--- src/rtl/serial_adder_pkg.sv ---
// Shared definitions for the bit-serial adder: FSM state encoding and default width.
package serial_adder_pkg;

    typedef enum logic [1:0] {
        ST_IDLE  = 2'd0,
        ST_SHIFT = 2'd1,
        ST_DONE  = 2'd2
    } state_t;

    localparam int unsigned DEFAULT_WIDTH = 8;

endpackage

--- src/rtl/full_adder.sv ---
// One-bit full adder cell used as the serial adder's datapath.
module full_adder (
    input  logic a,
    input  logic b,
    input  logic c_in,
    output logic sum,
    output logic c_out
);

    assign sum   = a ^ b ^ c_in;
    assign c_out = (a & b) | (c_in & (a ^ b));

endmodule

--- src/rtl/serial_adder.sv ---
// Bit-serial WIDTH-bit adder: operands are shifted LSB-first through one full_adder,
// with the carry held in a flop between bits; result is published with a done pulse.
module serial_adder
    import serial_adder_pkg::*;
#(
    parameter int unsigned WIDTH = DEFAULT_WIDTH
) (
    input  logic             clk,
    input  logic             reset,
    input  logic             start,
    input  logic [WIDTH-1:0] a,
    input  logic [WIDTH-1:0] b,
    input  logic             c_in,
    output logic             busy,
    output logic             done,
    output logic [WIDTH-1:0] sum,
    output logic             c_out
);

    localparam int unsigned CNT_W = $clog2(WIDTH);

    state_t             state_q, state_d;
    logic [WIDTH-1:0]   a_sr_q, a_sr_d;
    logic [WIDTH-1:0]   b_sr_q, b_sr_d;
    logic [WIDTH-1:0]   acc_q, acc_d;
    logic               carry_q, carry_d;
    logic [CNT_W-1:0]   cnt_q, cnt_d;
    logic [WIDTH-1:0]   sum_q, sum_d;
    logic               c_out_q, c_out_d;

    logic               fa_sum;
    logic               fa_c_out;

    full_adder u_fa (
        .a     (a_sr_q[0]),
        .b     (b_sr_q[0]),
        .c_in  (carry_q),
        .sum   (fa_sum),
        .c_out (fa_c_out)
    );

    always_comb begin
        state_d = state_q;
        a_sr_d  = a_sr_q;
        b_sr_d  = b_sr_q;
        acc_d   = acc_q;
        carry_d = carry_q;
        cnt_d   = cnt_q;
        sum_d   = sum_q;
        c_out_d = c_out_q;

        unique case (state_q)
            ST_IDLE, ST_DONE: begin
                state_d = ST_IDLE;
                if (start) begin
                    a_sr_d  = a;
                    b_sr_d  = b;
                    carry_d = c_in;
                    cnt_d   = '0;
                    state_d = ST_SHIFT;
                end
            end
            ST_SHIFT: begin
                a_sr_d  = a_sr_q >> 1;
                b_sr_d  = b_sr_q >> 1;
                acc_d   = {fa_sum, acc_q[WIDTH-1:1]};
                carry_d = fa_c_out;
                cnt_d   = cnt_q + CNT_W'(1);
                // Last bit: the freshly shifted accumulator is the complete sum.
                if (cnt_q == CNT_W'(WIDTH - 1)) begin
                    sum_d   = acc_d;
                    c_out_d = fa_c_out;
                    cnt_d   = '0;
                    state_d = ST_DONE;
                end
            end
            default: state_d = ST_IDLE;
        endcase
    end

    always_ff @(posedge clk or posedge reset) begin
        if (reset) begin
            state_q <= ST_IDLE;
            a_sr_q  <= '0;
            b_sr_q  <= '0;
            acc_q   <= '0;
            carry_q <= 1'b0;
            cnt_q   <= '0;
            sum_q   <= '0;
            c_out_q <= 1'b0;
        end else begin
            state_q <= state_d;
            a_sr_q  <= a_sr_d;
            b_sr_q  <= b_sr_d;
            acc_q   <= acc_d;
            carry_q <= carry_d;
            cnt_q   <= cnt_d;
            sum_q   <= sum_d;
            c_out_q <= c_out_d;
        end
    end

    assign busy  = (state_q == ST_SHIFT);
    assign done  = (state_q == ST_DONE);
    assign sum   = sum_q;
    assign c_out = c_out_q;

endmodule
--- config.mk ---
export PLATFORM = sky130hd
export DESIGN_NAME = serial_adder
export DESIGN_NICKNAME = d
export VERILOG_FILES = /design/src/rtl/serial_adder_pkg.sv /design/src/rtl/full_adder.sv /design/src/rtl/serial_adder.sv
export SDC_FILE = /design/constraint.sdc
export NUM_CORES = 1
export LEC_CHECK = 0
export ABC_CLOCK_PERIOD_IN_PS = 3600
export CAP_MARGIN = 10
export CORE_MARGIN = 2
export CORE_UTILIZATION = 50
export DETAILED_ROUTE_END_ITERATION = 12
export DONT_BUFFER_PORTS = 1
export GPL_ROUTABILITY_DRIVEN = 0
export REMOVE_ABC_BUFFERS = 1
export SYNTH_ARGS = -nofsm -noshare
export SYNTH_HDL_FRONTEND = slang
export SYNTH_SLANG_ARGS = --single-unit
--- constraint.sdc ---
create_clock -name clk -period 3.6 [get_ports clk]
set_clock_uncertainty 0.05 [all_clocks]
set_input_delay 0.36 -clock clk [delete_from_list [all_inputs] [get_ports clk]]
set_output_delay 0.36 -clock clk [all_outputs]
set_load 0.02 [all_outputs]
# --- After elaboration in Yosys (flattened, before gate mapping) ---
# Cells that the tools add are included.
word_totals:
  reg_bits: 39
  elab_cells: 36
  output_inout_bits: 11
classes:
  n_mux: 12
  n_reduce_logical: 5
  n_addsub: 1
  eq_ne: 5
  bitwise_logic: 5
op_table:
  columns: ["operator", "count"]
  rows:
  - ["one-hot mux 8 bit (2 select lines)", 2]
  - ["2-to-1 mux 8 bit", 2]
  - ["2-to-1 mux 3 bit", 2]
  - ["one-hot mux 3 bit (2 select lines)", 1]
  - ["one-hot mux 2 bit (2 select lines)", 1]
  - ["AND reduction 2 bit", 2]
  - ["adder 3 x 1 -> 3 bit, second input constant", 1]
  - ["== test 3 bit, second input constant", 1]
  - ["AND 1 bit", 2]
  - ["== test 2 x 1 -> 1 bit, second input constant", 1]
  - ["== test 2 bit, second input constant", 1]
  - ["logical NOT 2 bit", 1]
  - ["2-to-1 mux 1 bit", 2]
  - ["2-to-1 mux 2 bit", 1]
  - ["!= test 2 x 1 -> 1 bit, second input constant", 1]
  - ["!= test 2 bit, second input constant", 1]
  - ["one-hot mux 1 bit (2 select lines)", 1]
  - ["nonzero test 2 bit", 1]
  - ["OR reduction 2 bit", 1]
  - ["XOR 1 bit", 2]
  - ["bitwise OR 1 bit", 1]

# --- Depth between registers and ports, before layout ---
logic_depth:
  ltp_word: 4
  mapped_depth: 6

# --- By module ---
# From an unflattened synthesis, not the netlist that was laid out.
unflattened:
  cells_unflattened: 147
  hier_area_um2: 1676.6
modules_own_cells:
  columns: ["module", "area_each_um2", "seq_area_each_um2", "cells_per_inst", "instances"]
  rows:
  - ["serial_adder", 1656.6, 950.9, 146, 1]
  - ["full_adder", 20.0, 0.0, 1, 1]

# --- Least setup slack after synthesis ---
# OpenSTA, ideal clock, no wires.
synth_path:
  path_type: "flip-flop to flip-flop"
  from: "register cnt_q[0]"
  to: "register sum_q[7] (netlist: sum[7])"
  path_buffers: 0
  period_less_slack_ns: 1.428
  required_ns: 3.425
  arrival_ns: 1.253
  slack_ns: 2.172
  stages_incl_launch_ff: 5
  cell_sequence: "dfrtp_1 -> ha_1 -> ha_1 -> nand2_4 -> mux2_4"
synth_between:
  elab_chain_cells: 2
synth_lines:
  columns: ["element", "line_no", "source"]
  rows:
  - ["start: declaration", "serial_adder.sv:27", "logic [CNT_W-1:0] cnt_q, cnt_d;"]
  - ["start signal: assignment", "serial_adder.sv:97", "cnt_q <= cnt_d;"]
  - ["== test 3 bit", "serial_adder.sv:70", "if (cnt_q == CNT_W'(WIDTH - 1)) begin"]
  - ["AND reduction 2 bit (no line)", null, null]
  - ["end signal: assignment", "serial_adder.sv:98", "sum_q <= sum_d;"]
  - ["end: declaration", "serial_adder.sv:28", "logic [WIDTH-1:0] sum_q, sum_d;"]
# Every way passes these cells.
# A chain may end at the register's enable or synchronous reset.

# --- Worst setup path after layout ---
layout_path:
  from: "register state_q[0]"
  to: "output port busy"
layout_between:
  elab_chain_cells: 1
layout_lines:
  columns: ["element", "line_no", "source"]
  rows:
  - ["start: declaration", "serial_adder.sv:22", "state_t state_q, state_d;"]
  - ["start signal: assignment", "serial_adder.sv:92", "state_q <= state_d;"]
  - ["== test 2 x 1 -> 1 bit", "serial_adder.sv:103", "assign busy = (state_q == ST_SHIFT);"]
  - ["end: declaration", "serial_adder.sv:14", "output logic busy,"]
# Every way passes these cells.

==> summary.txt <==
Synth area leader: dfrtp_1
DR DRC count: 0
post-synthesis cell count: 149
post-synthesis sequential area ratio: 56.80%
reg-to-reg endpoint: sum[6]
CTS root buf: clkbuf_4
number of global-route vias before repair: 1,099
Setup violations, final: 0
# diodes: 0
RR Startpoint: state_q[0]
worst r2r path cells: 4
crit path launch type: register
cts bufs inserted: 5
Max-slew headroom: 60.68%
die footprint: 3827 um^2
total power: 0.001610 W
DR pass1 iterations: 4
share of the synthesized area in the top cell type: 56.80%
Worst path max stage delay: 630 ps
DP Worst Slack: 1731 ps
first-pass GRT wire length: 4.774 mm
crit path capture type: output port
synthesized flop and latch total: 38
Total GRT Usage: 17.67%
Max Cap Viol: 0
beginning of the critical path: state_q[0]
minimum clock period: 1884 ps
Die Wd: 61.87 um
Row Count: 21
PwrDens: 915.3 nW/um^2
reg2reg setup slack: 1740 ps
post-DP HPWL: 1.995 mm
initial antenna violation count: 0
share of cells above drive strength 1: 13.33%
DR vias: 1,076
CP bufs+invs: 1
Crit Path Max Fanout: 25
average wire per standard cell: 14.88 um
Placeable Area: 3284 um^2
IO buf count: 0
Max clock buf depth: 2
CP max-delay cell: dfrtp_1
CP top delay family: flip-flops
GRT Residual Overflow: 0
M2 GR Usage: 27.22%
grt met1 use: 22.60%
Hold WC Path Type: in -> reg
antenna-violating nets left: 0
GRT busiest layer: met2
worst-path cell chain: nand2b_4 -> clkinv_4
fin area: 1759 um^2
Worst Path Arrival: 1470 ps
syn avg cell area: 11.24 um^2
fin util: 53.56%
Final Hold Fails: 0
worst skew pair latency: 340 ps
WS Path Type: reg -> out
smallest setup slack after layout: 1716 ps
CTS clk-pin slew, worst paths: 90 ps
Setup TNS: 0 ps
Worst Path Required: 3190 ps
largest net degree at the start of global routing: 26
Unique masters post-synth: 31
period utilization: 52.32%
met3 GRT Util: 5.383%
run status: completed
unrepaired setup endpoints after global routing: no
initial core utilization: 50.97%
P&R area growth vs syn: 5.082%
CTS tree: built
CP endpoint: busy
Worst-Margin Slew: 589.2 ps
Final Routed Wirelength: 2.916 mm
fillcell total: 311
via/cell ratio: 5.490
Num Clock Sinks: 38
Die Y: 61.87 um
final net count: 172
Area contributors post-synth: dfrtp_1 57%, mux2_4 8.1%, nand2_1 5.2%
Max VDD drop: 0.4287 mV
leakage: 0.8375 nW
DR iter-0 viols: 36
Yosys warnings: 0
synthesized cell area: 1674 um^2
Pins Over Slew Limit: 0
H-Tree Depth: 2
critical path depth: 2
placed cell area: 1689 um^2
f_max: 530.9 MHz
I/O pin cnt: 31
-- worst register-to-register path, stage by stage, from the launching register on --
cell and delay (ps):
dfrtp_1 550, nand2b_4 310, clkinv_4 260, nand2_4 270, mux2_4 320
-- layer usage --
metal,up-vias,share of wire [%]
met1,526,47
met5,-,0
met4,0,1.8
met3,7,4.5
li1,520,-
met2,23,46
-- area by class of cell --
type / count / area, um^2 / share of cell area [%]
flip-flops and latches: 38 / 950.9 / 54.05
multi-input cells: 99 / 656.9 / 37.34
clock buffers: 7 / 55.05 / 3.129
clock inverters: 1 / 5.005 / 0.2845
inverters: 3 / 16.27 / 0.9246
well taps: 46 / 57.56 / 3.272
repair buffers: 2 / 17.52 / 0.9957
-- per-stage QoR --
step                std cells  hold WS [ps]
finish                    196         105.5
global route              196         119.4
CTS                       196         92.38
detailed placement        187         301.5
global placement          187         289.3
floorplan                 140         395.9
-- logic make-up (layout without fill, tap and decap cells) --
logic type                 count (synthesis)  after routing  share of synthesized area (%)
adders and majority gates                  3              3                          2.690
muxes                                     13             13                          10.46
DFF                                       38             38                          56.80
buffers and inverters                     12             13                          3.961
AOI/OAI and AO/OA                         23             23                          8.894
and+or+nand+nor                           60             60                          17.19
-- placed cells by master, fill, tap and decap left out, types with 3 or more instances in the layout --
cell,n
dfrtp_1,38
nand2_1,23
nor3_1,12
nor2_1,12
o22ai_1,11
mux2_4,9
clkbuf_4,5
mux2i_1,4
nand3_1,3
nor2b_1,3
o21ai_0,3
-- state kept, by name, summed over array words and instances, names as in the netlist --
register	cells
a_sr_q	8
c_out	1
state_q	2
b_sr_q	8
sum	8
acc_q	7
carry_q	1
cnt_q	3
-- cell usage after synthesis --
library cell,n
nand2_1,23
inv_1,2
nor2b_1,3
nand3b_1,1
o22ai_1,11
and3b_1,1
nor2_1,12
nor3_1,12
a221o_1,1
nand3_1,3
dfrtp_1,38
a22o_1,1
and2b_1,1
mux2_4,9
a21o_1,1
nand2b_1,1
buf_2,7
a22oi_1,1
a211oi_1,2
nand2_4,1
nor3b_1,1
fa_1,1
clkinv_4,1
mux2i_1,4
o21ai_0,3
clkbuf_1,1
a31oi_1,1
a21oi_1,2
buf_6,1
ha_1,2
nand2b_4,1
-- worst min path at each step --
| stage | depth (start not counted) | startpoint | slack [ps] | end |
|---|---|---|---|---|
| 5_1_grt | 2 | c_in | 120 | carry_q |
| 6_report | 2 | b[6] | 110 | b_sr_q[6] |
| 4_1_cts | 2 | b[6] | 90 | b_sr_q[6] |
| 3_5_place_dp | 1 | reset | 300 | acc_q[7] |
| 3_3_place_gp | 1 | reset | 290 | sum[5] |
| 2_1_floorplan | 2 | acc_q[1] | 400 | acc_q[1] |
-- repair_timing --
| action | 4_1_cts | 5_1_grt |
|---|---|---|
| setup buffers | 0 | 0 |
| hold endpoints to repair | 15 | 0 |
| hold buffers | 1 | 0 |
| resized for setup | 0 | 0 |
-- power breakdown --
part	total (W)	internal, W	switching (W)
clock	0.000226	0.0000947	0.000131
sequential	0.000834	0.000626	0.000209
combinational	0.000550	0.000266	0.000284
total	0.00161	0.000987	0.000623
No activity file was read; power rests on OpenSTA's default activity.
